<file path="src/rtl/mem_wb_stage_if.sv">
// Shared data-memory port between the memory/writeback stage and the data memory.
interface mem_wb_stage_if #(
    parameter int XLEN = 32
) ();
    logic            dmem_req;
    logic            dmem_we;
    logic [XLEN-1:0] dmem_addr;
    logic [XLEN-1:0] dmem_wdata;
    logic            dmem_ready;
    logic [XLEN-1:0] dmem_rdata;

    modport master (
        output dmem_req, dmem_we, dmem_addr, dmem_wdata,
        input  dmem_ready, dmem_rdata
    );

    modport slave (
        input  dmem_req, dmem_we, dmem_addr, dmem_wdata,
        output dmem_ready, dmem_rdata
    );
endinterface

</file>
<file path="src/rtl/mem_wb_stage.sv">
// Dual-slot memory/writeback stage. Holds one execute bundle, serialises up to
// two memory accesses over a single port (slot 0 first), stalls execute while
// accesses are outstanding and drives two register-file write ports.
module mem_wb_stage #(
    parameter int XLEN = 32,
    parameter int REGW = 5
) (
    input  logic            clk,
    input  logic            reset,
    output logic            stall_out,
    input  logic [XLEN-1:0] alu_res0,
    input  logic [XLEN-1:0] alu_res1,
    input  logic [XLEN-1:0] wdata0,
    input  logic [XLEN-1:0] wdata1,
    input  logic            mem_read0,
    input  logic            mem_read1,
    input  logic            mem_write0,
    input  logic            mem_write1,
    input  logic            reg_write0,
    input  logic            reg_write1,
    input  logic [REGW-1:0] rd0,
    input  logic [REGW-1:0] rd1,
    mem_wb_stage_if.master  dmem,
    output logic            wb_we0,
    output logic            wb_we1,
    output logic [REGW-1:0] wb_rd0,
    output logic [REGW-1:0] wb_rd1,
    output logic [XLEN-1:0] wb_data0,
    output logic [XLEN-1:0] wb_data1
);
    typedef enum logic [1:0] {RUN, MEM0, MEM1} state_t;

    state_t          state_q, state_d;
    logic [XLEN-1:0] res0_q, res0_d, res1_q, res1_d;
    logic [XLEN-1:0] wdata0_q, wdata0_d, wdata1_q, wdata1_d;
    logic            mem_read0_q, mem_read0_d, mem_read1_q, mem_read1_d;
    logic            mem_write0_q, mem_write0_d, mem_write1_q, mem_write1_d;
    logic            reg_write0_q, reg_write0_d, reg_write1_q, reg_write1_d;
    logic [REGW-1:0] rd0_q, rd0_d, rd1_q, rd1_d;
    logic            wb_we0_q, wb_we0_d, wb_we1_q, wb_we1_d;
    logic [REGW-1:0] wb_rd0_q, wb_rd0_d, wb_rd1_q, wb_rd1_d;
    logic [XLEN-1:0] wb_data0_q, wb_data0_d, wb_data1_q, wb_data1_d;

    logic slot0_mem, slot1_mem, retire, we0_raw, we1_raw;

    // Retire decision: the held bundle leaves whenever its last access completes.
    always_comb begin
        slot0_mem = mem_read0_q | mem_write0_q;
        slot1_mem = mem_read1_q | mem_write1_q;
        retire    = (state_q == RUN)
                  | ((state_q == MEM0) & dmem.dmem_ready & ~slot1_mem)
                  | ((state_q == MEM1) & dmem.dmem_ready);
        stall_out = ~retire;
    end

    // Memory request driven straight from the held slot being serviced; loads win over stores.
    always_comb begin
        dmem.dmem_req   = 1'b0;
        dmem.dmem_we    = 1'b0;
        dmem.dmem_addr  = '0;
        dmem.dmem_wdata = '0;
        if (state_q == MEM0) begin
            dmem.dmem_req   = 1'b1;
            dmem.dmem_we    = mem_write0_q & ~mem_read0_q;
            dmem.dmem_addr  = res0_q;
            dmem.dmem_wdata = wdata0_q;
        end else if (state_q == MEM1) begin
            dmem.dmem_req   = 1'b1;
            dmem.dmem_we    = mem_write1_q & ~mem_read1_q;
            dmem.dmem_addr  = res1_q;
            dmem.dmem_wdata = wdata1_q;
        end
    end

    // Next state: capture load data, retire to the write ports, then consume the new bundle.
    always_comb begin
        state_d      = state_q;
        res0_d       = res0_q;
        res1_d       = res1_q;
        wdata0_d     = wdata0_q;
        wdata1_d     = wdata1_q;
        mem_read0_d  = mem_read0_q;
        mem_read1_d  = mem_read1_q;
        mem_write0_d = mem_write0_q;
        mem_write1_d = mem_write1_q;
        reg_write0_d = reg_write0_q;
        reg_write1_d = reg_write1_q;
        rd0_d        = rd0_q;
        rd1_d        = rd1_q;
        wb_we0_d     = 1'b0;
        wb_we1_d     = 1'b0;
        wb_rd0_d     = wb_rd0_q;
        wb_rd1_d     = wb_rd1_q;
        wb_data0_d   = wb_data0_q;
        wb_data1_d   = wb_data1_q;
        we0_raw      = reg_write0_q & (rd0_q != '0);
        we1_raw      = reg_write1_q & (rd1_q != '0);

        // Load data overwrites the held result so the retire path sees one source.
        if ((state_q == MEM0) && dmem.dmem_ready && mem_read0_q) res0_d = dmem.dmem_rdata;
        if ((state_q == MEM1) && dmem.dmem_ready && mem_read1_q) res1_d = dmem.dmem_rdata;

        if ((state_q == MEM0) && dmem.dmem_ready && slot1_mem) state_d = MEM1;

        if (retire) begin
            wb_we0_d   = we0_raw & ~(we1_raw & (rd0_q == rd1_q));
            wb_we1_d   = we1_raw;
            wb_rd0_d   = rd0_q;
            wb_rd1_d   = rd1_q;
            wb_data0_d = res0_d;
            wb_data1_d = res1_d;

            res0_d       = alu_res0;
            res1_d       = alu_res1;
            wdata0_d     = wdata0;
            wdata1_d     = wdata1;
            mem_read0_d  = mem_read0;
            mem_read1_d  = mem_read1;
            mem_write0_d = mem_write0;
            mem_write1_d = mem_write1;
            reg_write0_d = reg_write0;
            reg_write1_d = reg_write1;
            rd0_d        = rd0;
            rd1_d        = rd1;
            if (mem_read0 | mem_write0)      state_d = MEM0;
            else if (mem_read1 | mem_write1) state_d = MEM1;
            else                             state_d = RUN;
        end
    end

    // State, held bundle and write-port registers; reset abandons any in-flight access.
    always_ff @(posedge clk or posedge reset) begin
        if (reset) begin
            state_q      <= RUN;
            res0_q       <= '0;
            res1_q       <= '0;
            wdata0_q     <= '0;
            wdata1_q     <= '0;
            mem_read0_q  <= 1'b0;
            mem_read1_q  <= 1'b0;
            mem_write0_q <= 1'b0;
            mem_write1_q <= 1'b0;
            reg_write0_q <= 1'b0;
            reg_write1_q <= 1'b0;
            rd0_q        <= '0;
            rd1_q        <= '0;
            wb_we0_q     <= 1'b0;
            wb_we1_q     <= 1'b0;
            wb_rd0_q     <= '0;
            wb_rd1_q     <= '0;
            wb_data0_q   <= '0;
            wb_data1_q   <= '0;
        end else begin
            state_q      <= state_d;
            res0_q       <= res0_d;
            res1_q       <= res1_d;
            wdata0_q     <= wdata0_d;
            wdata1_q     <= wdata1_d;
            mem_read0_q  <= mem_read0_d;
            mem_read1_q  <= mem_read1_d;
            mem_write0_q <= mem_write0_d;
            mem_write1_q <= mem_write1_d;
            reg_write0_q <= reg_write0_d;
            reg_write1_q <= reg_write1_d;
            rd0_q        <= rd0_d;
            rd1_q        <= rd1_d;
            wb_we0_q     <= wb_we0_d;
            wb_we1_q     <= wb_we1_d;
            wb_rd0_q     <= wb_rd0_d;
            wb_rd1_q     <= wb_rd1_d;
            wb_data0_q   <= wb_data0_d;
            wb_data1_q   <= wb_data1_d;
        end
    end

    assign wb_we0   = wb_we0_q;
    assign wb_we1   = wb_we1_q;
    assign wb_rd0   = wb_rd0_q;
    assign wb_rd1   = wb_rd1_q;
    assign wb_data0 = wb_data0_q;
    assign wb_data1 = wb_data1_q;
endmodule

</file>
<file path="src/flat_wrapper.sv">
// flat-port wrapper written by rule: the top's interface ports become plain ports
module mem_wb_stage_flat 
#(
    parameter int XLEN = 32,
    parameter int REGW = 5
)
  (clk, reset, stall_out, alu_res0, alu_res1, wdata0, wdata1, mem_read0, mem_read1, mem_write0, mem_write1, reg_write0, reg_write1, rd0, rd1, wb_we0, wb_we1, wb_rd0, wb_rd1, wb_data0, wb_data1, dmem_dmem_req, dmem_dmem_we, dmem_dmem_addr, dmem_dmem_wdata, dmem_dmem_ready, dmem_dmem_rdata);
  mem_wb_stage_if #(.XLEN(XLEN)) dmem_i ();
  input  logic clk;
  input  logic reset;
  output logic stall_out;
  input  logic [XLEN-1:0] alu_res0;
  input  logic [XLEN-1:0] alu_res1;
  input  logic [XLEN-1:0] wdata0;
  input  logic [XLEN-1:0] wdata1;
  input  logic mem_read0;
  input  logic mem_read1;
  input  logic mem_write0;
  input  logic mem_write1;
  input  logic reg_write0;
  input  logic reg_write1;
  input  logic [REGW-1:0] rd0;
  input  logic [REGW-1:0] rd1;
  output logic wb_we0;
  output logic wb_we1;
  output logic [REGW-1:0] wb_rd0;
  output logic [REGW-1:0] wb_rd1;
  output logic [XLEN-1:0] wb_data0;
  output logic [XLEN-1:0] wb_data1;
  output wire logic [$bits(dmem_i.dmem_req)-1:0] dmem_dmem_req;
  output wire logic [$bits(dmem_i.dmem_we)-1:0] dmem_dmem_we;
  output wire logic [$bits(dmem_i.dmem_addr)-1:0] dmem_dmem_addr;
  output wire logic [$bits(dmem_i.dmem_wdata)-1:0] dmem_dmem_wdata;
  input wire logic [$bits(dmem_i.dmem_ready)-1:0] dmem_dmem_ready;
  input wire logic [$bits(dmem_i.dmem_rdata)-1:0] dmem_dmem_rdata;
  assign dmem_dmem_req = dmem_i.dmem_req;
  assign dmem_dmem_we = dmem_i.dmem_we;
  assign dmem_dmem_addr = dmem_i.dmem_addr;
  assign dmem_dmem_wdata = dmem_i.dmem_wdata;
  assign dmem_i.dmem_ready = dmem_dmem_ready;
  assign dmem_i.dmem_rdata = dmem_dmem_rdata;
  mem_wb_stage #(.XLEN(XLEN), .REGW(REGW)) u_core (.clk(clk), .reset(reset), .stall_out(stall_out), .alu_res0(alu_res0), .alu_res1(alu_res1), .wdata0(wdata0), .wdata1(wdata1), .mem_read0(mem_read0), .mem_read1(mem_read1), .mem_write0(mem_write0), .mem_write1(mem_write1), .reg_write0(reg_write0), .reg_write1(reg_write1), .rd0(rd0), .rd1(rd1), .dmem(dmem_i), .wb_we0(wb_we0), .wb_we1(wb_we1), .wb_rd0(wb_rd0), .wb_rd1(wb_rd1), .wb_data0(wb_data0), .wb_data1(wb_data1));
endmodule
</file>
<file path="config.mk">
export PLATFORM = sky130hd
export DESIGN_NAME = mem_wb_stage_flat
export DESIGN_NICKNAME = d
export VERILOG_FILES = /design/src/rtl/mem_wb_stage_if.sv /design/src/rtl/mem_wb_stage.sv /design/src/flat_wrapper.sv
export SDC_FILE = /design/constraint.sdc
export NUM_CORES = 1
export LEC_CHECK = 0
export CORE_ASPECT_RATIO = 0.8
export CORE_MARGIN = 2
export CORE_UTILIZATION = 47
export CTS_BUF_LIST = sky130_fd_sc_hd__clkbuf_8
export CTS_CLUSTER_DIAMETER = 150
export DETAILED_ROUTE_END_ITERATION = 8
export GPL_ROUTABILITY_DRIVEN = 0
export GPL_TIMING_DRIVEN = 0
export PLACE_DENSITY = 0.84
export SYNTH_ARGS = -nofsm -noshare
export SYNTH_HDL_FRONTEND = slang
export SYNTH_SLANG_ARGS = --single-unit
</file>
<file path="constraint.sdc">
create_clock -name clk -period 8.8 [get_ports clk]
set_clock_uncertainty 0.15 [all_clocks]
set_input_delay 0.88 -clock clk [delete_from_list [all_inputs] [get_ports clk]]
set_output_delay 0.88 -clock clk [all_outputs]
set_load 0.005 [all_outputs]
</file>
==> results of run 1 <==
state kept, by name, indices dropped and copies added (netlist names), 2 cells and up:
name / cells
u_core.rd0_q: 5
u_core.rd1_q: 5
u_core.res0_q: 32
u_core.res1_q: 32
u_core.state_q: 2
u_core.wb_data0: 32
u_core.wb_data1: 32
u_core.wb_rd0: 5
u_core.wb_rd1: 5
u_core.wdata0_q: 32
u_core.wdata1_q: 32
area by class of cell:
cell class / count / area, sq um
flip-flops and latches: 222 / 5560
clock buffers: 49 / 674
clock inverters: 14 / 86.3
multi-input cells: 746 / 3670
inverters: 4 / 22.5
plain buffers: 73 / 355
fillers: 1576 / 5980
well taps: 264 / 330
repair buffers: 322 / 3240
cells in the final DEF (no fill, tap or decap), drive strengths merged, types with 13 or more instances in the layout:
cell           netlist  layout
nand2              397     397
clkdlybuf4s50        0     321
dfrtp              222     222
o21ai               98      98
clkbuf              28      77
nor2                66      66
a21oi               65      65
mux2i               64      64
buf                 45      46
a22o                33      33
inv                  4      13
cells by family after synthesis:
family / after synthesis / synth area share [%]
flip-flops: 222 / 57.9
AO/OA/AOI/OAI: 200 / 11.9
XOR/XNOR: 5 / 0.457
buffers and inverters: 77 / 3.86
adder cells (fa/ha/maj): 3 / 0.391
AND/OR/NAND/NOR: 474 / 18.8
multiplexers: 64 / 6.68
final timing paths:
check,from,endpoint
max in group asynchronous,reset,u_core.res1_q[6]
min reg2reg,u_core.wb_rd1[1],u_core.wb_rd1[1]
max reg2reg,u_core.state_q[1],u_core.wb_data0[22]
min,u_core.wb_rd1[1],u_core.wb_rd1[1]
min in group asynchronous,reset,u_core.wb_data1[26]
max,u_core.state_q[1],dmem_dmem_addr[3]
routing by layer:
metal  global-route usage (%)  wire length, um  vias to the layer above
li1                         -                -                     4158
met1                     40.7            13700                     4485
met2                     47.4            14900                      457
met3                     6.89             2740                       93
met4                     12.3             1340                        0
met5                        0                0                        -
report_power, final:
part           switching [mW]  leakage [nW]  total [mW]  internal (mW)
clock network           0.419         0.426       0.943          0.525
logic                    1.64          3.60        2.96           1.32
registers               0.308          2.67        1.87           1.56
total                    2.36          6.70        5.77           3.41
worst max-delay path, stage by stage, from the launching register on:
cell                              delay, ps
sky130_fd_sc_hd__dfrtp_1                390
sky130_fd_sc_hd__inv_1                   90
sky130_fd_sc_hd__ha_1                   170
sky130_fd_sc_hd__buf_2                  280
sky130_fd_sc_hd__buf_1                  430
sky130_fd_sc_hd__clkbuf_1               490
sky130_fd_sc_hd__nand2_1                100
sky130_fd_sc_hd__o21ai_0                200
sky130_fd_sc_hd__clkdlybuf4s50_1        600
through the flow:
stage	TNS (ps)	area, sq um	worst slack, ps
2_1_floorplan	0	9590	1690
3_3_place_gp	-242310	13100	-1100
3_5_place_dp	0	13200	4820
4_1_cts	0	13900	4480
5_1_grt	0	13900	4250
6_report	0	13900	4510
==> results by stage, run 1 <==
Clock network:
- Once the clock tree was built, the setup fixing pass inserted 0 buffers.
- CTS built an H-tree with a depth of 2.
- The number of clock buffers inserted by TritonCTS is 37.
- Once the clock tree was built, the resizer swapped 0 gates to a different size.
- The cell sitting at the root of the clock tree is a sky130_fd_sc_hd__clkbuf_8.
- The count of clock tree sinks is roughly 220.
- Clock latency on the worst-skew pair, taken at its later pin, is 520 ps.
- The maximum clock insertion buffer count is 3.
- The TritonCTS clock tree is yes.
- Clock-pin slew was measured on the worst setup and hold paths at around 60 ps.
- The number of buffers added to fix hold violations after cts is 0.

Flow run:
- The tool flagged a number of max-cap violations equal to 0.

Finish:
- Excluding fillers, the count of instances in the completed layout stands at between 1,500 and 2,000.
- The final layout contains roughly 1,600 nets.
- The final core utilization is between 60 and 70%.
- The area growth from synthesis to layout is 45.2%.
- The number of diodes is 0.
- The share of post-route cells with drive strength above 1 is around 7%.

Synth:
- The Yosys step of the flow raised 0 warnings.
- The area share of the largest cell type after synthesis is around 58%.
- The number of nets in the synthesized netlist is approximately 1,200.
- After synthesis, the most frequently instantiated cells are sky130_fd_sc_hd__nand2_1, sky130_fd_sc_hd__dfrtp_1, sky130_fd_sc_hd__nor2_1.
- The synthesized netlist occupies a cell area of about 0.0096 sq mm.
- The count of distinct cell types in the synthesized netlist is 29.
- The number of synthesized register bits is 222.
- The library cell with the highest instance count after synthesis is sky130_fd_sc_hd__nand2_1.
- The async set or reset register ratio after synthesis is 100%.
- The synthesized design spends more area on one cell type than any other, namely sky130_fd_sc_hd__dfrtp_1.
- After synthesis, the mean cell area works out to between 9 and 10 sq um.
- For this run, the leading register cell type out of synthesis is sky130_fd_sc_hd__dfrtp_1.
- The share of synthesized area occupied by flip-flops and latches is between 50% and 60%.
- Yosys attributes the largest share of cell area to sky130_fd_sc_hd__dfrtp_1, sky130_fd_sc_hd__nand2_1, sky130_fd_sc_hd__mux2i_1.
- In the synthesized netlist, the number of instances is between 1,000 and 1,500.
- Counting flops with a built-in enable in the synthesized netlist gives 0.

Pwr:
- In this run the power density over the cells is roughly 410 mW/mm^2.
- The leakage power figure is around 6.7 nW.
- The largest vdd supply drop is approximately 0.20 mV.
- Overall power consumption after layout is estimated at between 5 and 6 mW.

Timing:
- The number of slew-limit violations in the final report is 0.
- Setup repair after global routing left no endpoint under its margin.
- The max-slew headroom at the worst pin is between 50% and 60%.
- Derived from the worst setup path, the maximum achievable clock frequency is ~0.23 GHz.
- The routed design could run at a clock period as short as around 4300 ps.
- The number of hold violations in the final report is 0.
- The ratio of final minimum period to clock period is 48.8%.
- The tightest hold path in the finished design has a slack of between 300 and 400 ps.
- Setup violations remaining at the end of the flow were counted as 0.
- The transition time at the pin with the least slew margin is 700 ps.

Floorplanning:
- The area of the die is 0.0216 sq mm.
- The initialized floorplan defines 46 standard-cell rows.
- The initial standard-cell utilization of the core is 48.2%.
- The number of top-level design ports is approximately 320.
- The die is roughly 130 um tall.
- The die is between 150 and 200 um wide.
- The floorplan step defined a core boundary enclosing 0.0199 sq mm.

Global route:
- The first global-routing pass estimated slightly above 50,000 um of wire.
- The number of antenna violations at the first check in global routing came to 0.
- After global routing the overflow that remains totals 0.
- The number of global-route vias before repair is 9,371.
- Entering global routing, the biggest net connects 128 pins.
- Global routing consumed, over all layers together, a little under a third of the routing resources.

Outcome:
- The flow ran to the end, and the final reports show no timing, DRC or antenna violations.

Place:
- Once placement completed, the tool counted placed cells totaling roughly 1,600.
- Once detailed placement completed, the half-perimeter wirelength came to roughly 24,000 um.
- Port buffering added approximately 320 buffers.

Critical path:
- The worst endpoint required time is around 7800 ps.
- The element type at the critical path end is a primary output.
- The kind of critical path is register to primary output.
- The register-to-register path setup slack is between 6000 and 7000 ps.
- The cell count of the worst reg-to-reg path is 8.
- The startpoint kind of the worst setup timing path is a register.
- For the worst setup path, the data arrival time is 3260 ps.
- Along the worst path, the maximum fanout reaches 10.

Drt:
- Dividing the detail-routed via count by the number of cells gives roughly 5.4.
- The number of optimization iterations in the first detailed-route pass is 5.
- The remaining antenna violation count is 0.
- The wire length after detailed routing is 32,600 um.
- For this run, design rule violations remaining after detail routing come to 0.
- The violation count after the first detailed-route iteration is approximately 730.
- The post-detailed-route wirelength per cell is ~19 um.
- The total vias in the final route is 9,193.

Min path:
- The worst hold path passes through 2 cells.
- The class of the tightest hold or removal check is register to register.
Power figures use the tool's default switching activity.
==> inputs of run 2 (changes only) <==
Clock period 8.8 ns to 4.2 ns, I/O delays scaled along.
==> run 2 against run 1 <==
Compared with the run above:
- count of clock-buffer cells in the layout up 7
- sequential cell count unchanged
- register-to-register slack worse by 4600 ps
- clock power up 130%
- worst hold slack worse by 170 ps
- routed wire length about the same
==> results by stage, run 2 (synthesis results as in run 1) <==
Outcome:
- The run finished with clean final reports.

Pwr:
- The leakage power figure came to 6.76 nW (+0.95%).
- The ratio of total power to cell area was 872 mW/mm^2 (+110%).
- The largest vdd supply drop is 0.394 mV (+98%).

Floorplanning:
- The die outline height is 132 um (unchanged).
- The width of the die is 164 um (unchanged).
- The number of standard-cell rows in the floorplan is 46 (unchanged).
- The number of top-level design ports is 322 (unchanged).
- The area of the die is 0.0216 sq mm (unchanged).
- The initial standard-cell utilization of the core is 48.2% (unchanged).
- The core box area was 0.0199 sq mm (unchanged).

Drt:
- The number of design rule violations left after detail routing is 0 (unchanged).
- The top layer reached by signal wires is met4.
- The remaining antenna violation count is 0 (unchanged).
- The wire length after detailed routing is 32,600 um (about the same).
- The average vias per placed instance is 5.37 (-1.0%).
- The met2 routed wirelength is 14,800 um (-0.38%).
- The post-detailed-route wirelength per cell is 19.2 um (-0.38%).
- The total vias in the final route is 9,129 (-0.70%).
- The violation count after the first detailed-route iteration was 656 (-11%).
- The sum of routed wire segments on met1 is 13,600 um (-0.61%).
- The routed length on met3 came to 2810 um (+2.7%).
- The number of optimization iterations in the first detailed-route pass is 6 (+1).

Timing:
- The max-slew headroom at the worst pin was 57.5% (+4.2 points).
- The number of hold violations in the final report is 0 (unchanged).
- Setup repair after global routing left no endpoint under its margin.
- The worst hold slack is 138 ps (-175 ps).
- The worst setup margin is 367 ps (-4140 ps).
- The transition time at the pin with the least slew margin is 638 ps (-62.3 ps).
- The setup violation total in the final timing report is 0 (unchanged).
- Timing would allow up to 0.261 GHz.
- The number of slew-limit violations in the final report was 0 (unchanged).
- The final period demand of the worst path is about 3800 ps.
- The ratio of final minimum period to clock period is 91.3%.

Global route:
- The wire length of the first global-routing pass is 50,800 um (+0.20%).
- The remaining global-route overflow is 0 (unchanged).
- The number of global-route vias before repair is 9,355 (-0.17%).
- The overall routing resource usage came to 30.1% (about the same).
- The largest net degree at the start of global routing is 45 (-65%).
- The number of antenna violations at the first check in global routing was 0 (unchanged).

Critical path:
- The startpoint identified for the worst register-to-register timing path is u_core.state_q[1].
- The maximum fanout count along the critical path is 10 (unchanged).
- The cell class contributing the biggest share of worst-path delay is buffers and inverters.
- The slowest stage of the critical path is the sky130_fd_sc_hd__clkdlybuf4s50_1 cell.
- The buffer and inverter count on the worst path was 5 (unchanged).
- The worst setup path is launched from a register.
- The cell count along the critical path was 8 (unchanged).
- The worst setup path is captured at a primary output.
- The beginning of the critical path is u_core.state_q[1].
- The setup path with the least slack is of type register to primary output.
- The data arrival at the endpoint of the critical path is 3260 ps (about the same).
- The stage delay of the slowest cell on the critical path is 550 ps (-50 ps).
- The cell count of the worst reg-to-reg path is 8 (unchanged).
- Traced cell by cell, the critical path runs through inv_1, ha_1, buf_2, buf_1, clkbuf_1, nand2_1, o21ai_0, clkdlybuf4s50_1.
- The worst endpoint required time is 3630 ps (-4140 ps).

Flow run:
- The max-cap violation count is 0 (unchanged).

Finish:
- The total number of nets in the final design is 1,592 (+0.25%).
- The share of post-route cells with drive strength above 1 is 7.80% (+0.67 points).
- Leaving out fill and tap cells, the most frequent cells in the layout are sky130_fd_sc_hd__nand2_1, sky130_fd_sc_hd__clkdlybuf4s50_1, sky130_fd_sc_hd__dfrtp_1.
- The library cell used most frequently in the layout, excluding fill and tap cells, is sky130_fd_sc_hd__nand2_1.
- The area growth from synthesis to layout is 47.0%.
- The number of diodes is 0 (unchanged).

Clock network:
- The clock transition at the registers of the reported paths is 60 ps (about the same).
- CTS placed an instance of sky130_fd_sc_hd__clkbuf_8 at the clock tree root.
- The number of gates resized after cts is 0 (unchanged).
- The number of buffers added to fix hold violations after cts is 0 (unchanged).
- The number of buffers inserted by post-CTS setup repair is 0 (unchanged).
- The latest clock arrival within the worst-skew pair was 520 ps (about the same).
- The maximum clock insertion buffer count is 3 (unchanged).
- The number of clock buffers inserted by TritonCTS is 37 (unchanged).
- The count of clock tree sinks is 222 (unchanged).
- The total number of H-tree levels came to 2 (unchanged).
- TritonCTS built the clock tree.

Place:
- The count of buffers inserted at the top-level ports is 321 (unchanged).
- The post-DP HPWL came to 23,800 um (+1.1%).
- The post-place setup slack is 980 ps (-3850 ps).

Min path:
- The worst hold path belongs to the class input pin to async pin.
==> run 2: changes by cell type in the layout (fill, tap and decap cells not counted) <==
cell | previous run | this run
sky130_fd_sc_hd__clkbuf_8 | 49 | 56
sky130_fd_sc_hd__buf_12 | 0 | 5
sky130_fd_sc_hd__inv_1 | 11 | 7
sky130_fd_sc_hd__clkinv_2 | 3 | 1
sky130_fd_sc_hd__buf_16 | 1 | 0
sky130_fd_sc_hd__bufinv_16 | 1 | 2
sky130_fd_sc_hd__clkinvlp_4 | 1 | 2
sky130_fd_sc_hd__inv_8 | 1 | 0
==> run 2: layer usage <==
layer / GRT usage, % / vias up
met5: 0 / -
met3: 8.18 / 98
met2: 46.4 / 445
li1: - / 4159
met4: 12.4 / 0
met1: 40.6 / 4427
==> run 2: final timing paths <==
check,endpoint,slack [ps]
worst max register to register,u_core.wb_data0[6],1850
worst min-delay path,u_core.wb_data0[24],140
max in group asynchronous,u_core.wdata1_q[11],2870
worst min register to register,u_core.wdata1_q[1],320
min in group clk,u_core.res0_q[19],270
worst max-delay path,dmem_dmem_addr[16],370
==> run 2: per-stage QoR <==
step	instances	cell area, sq um	setup TNS (ps)	util (%)	power (mW)
floorplan	1045	9600	0	-	7.03
global placement	1630	13100	-199080	66.0	9.84
detailed placement	1635	13200	0	66.5	10.1
CTS	1700	14100	0	70.8	12.3
global route	1700	14100	0	70.8	13.1
finish	1700	14100	0	70.8	12.3
==> run 2: layout make-up <==
class	instances	area [sq um]
fillers	1529	5810
clock buffers	56	771
flip-flops and latches	222	5560
inverters	4	18.8
repair buffers	326	3310
plain buffers	73	355
multi-input cells	746	3670
well taps	264	330
clock inverters	9	91.3
==> run 2: power by group <==
part / switching [mW] / internal (mW) / total (mW)
Sequential: 0.645 / 3.27 / 3.92
Combinational: 3.44 / 2.77 / 6.22
Clock: 0.873 / 1.29 / 2.16
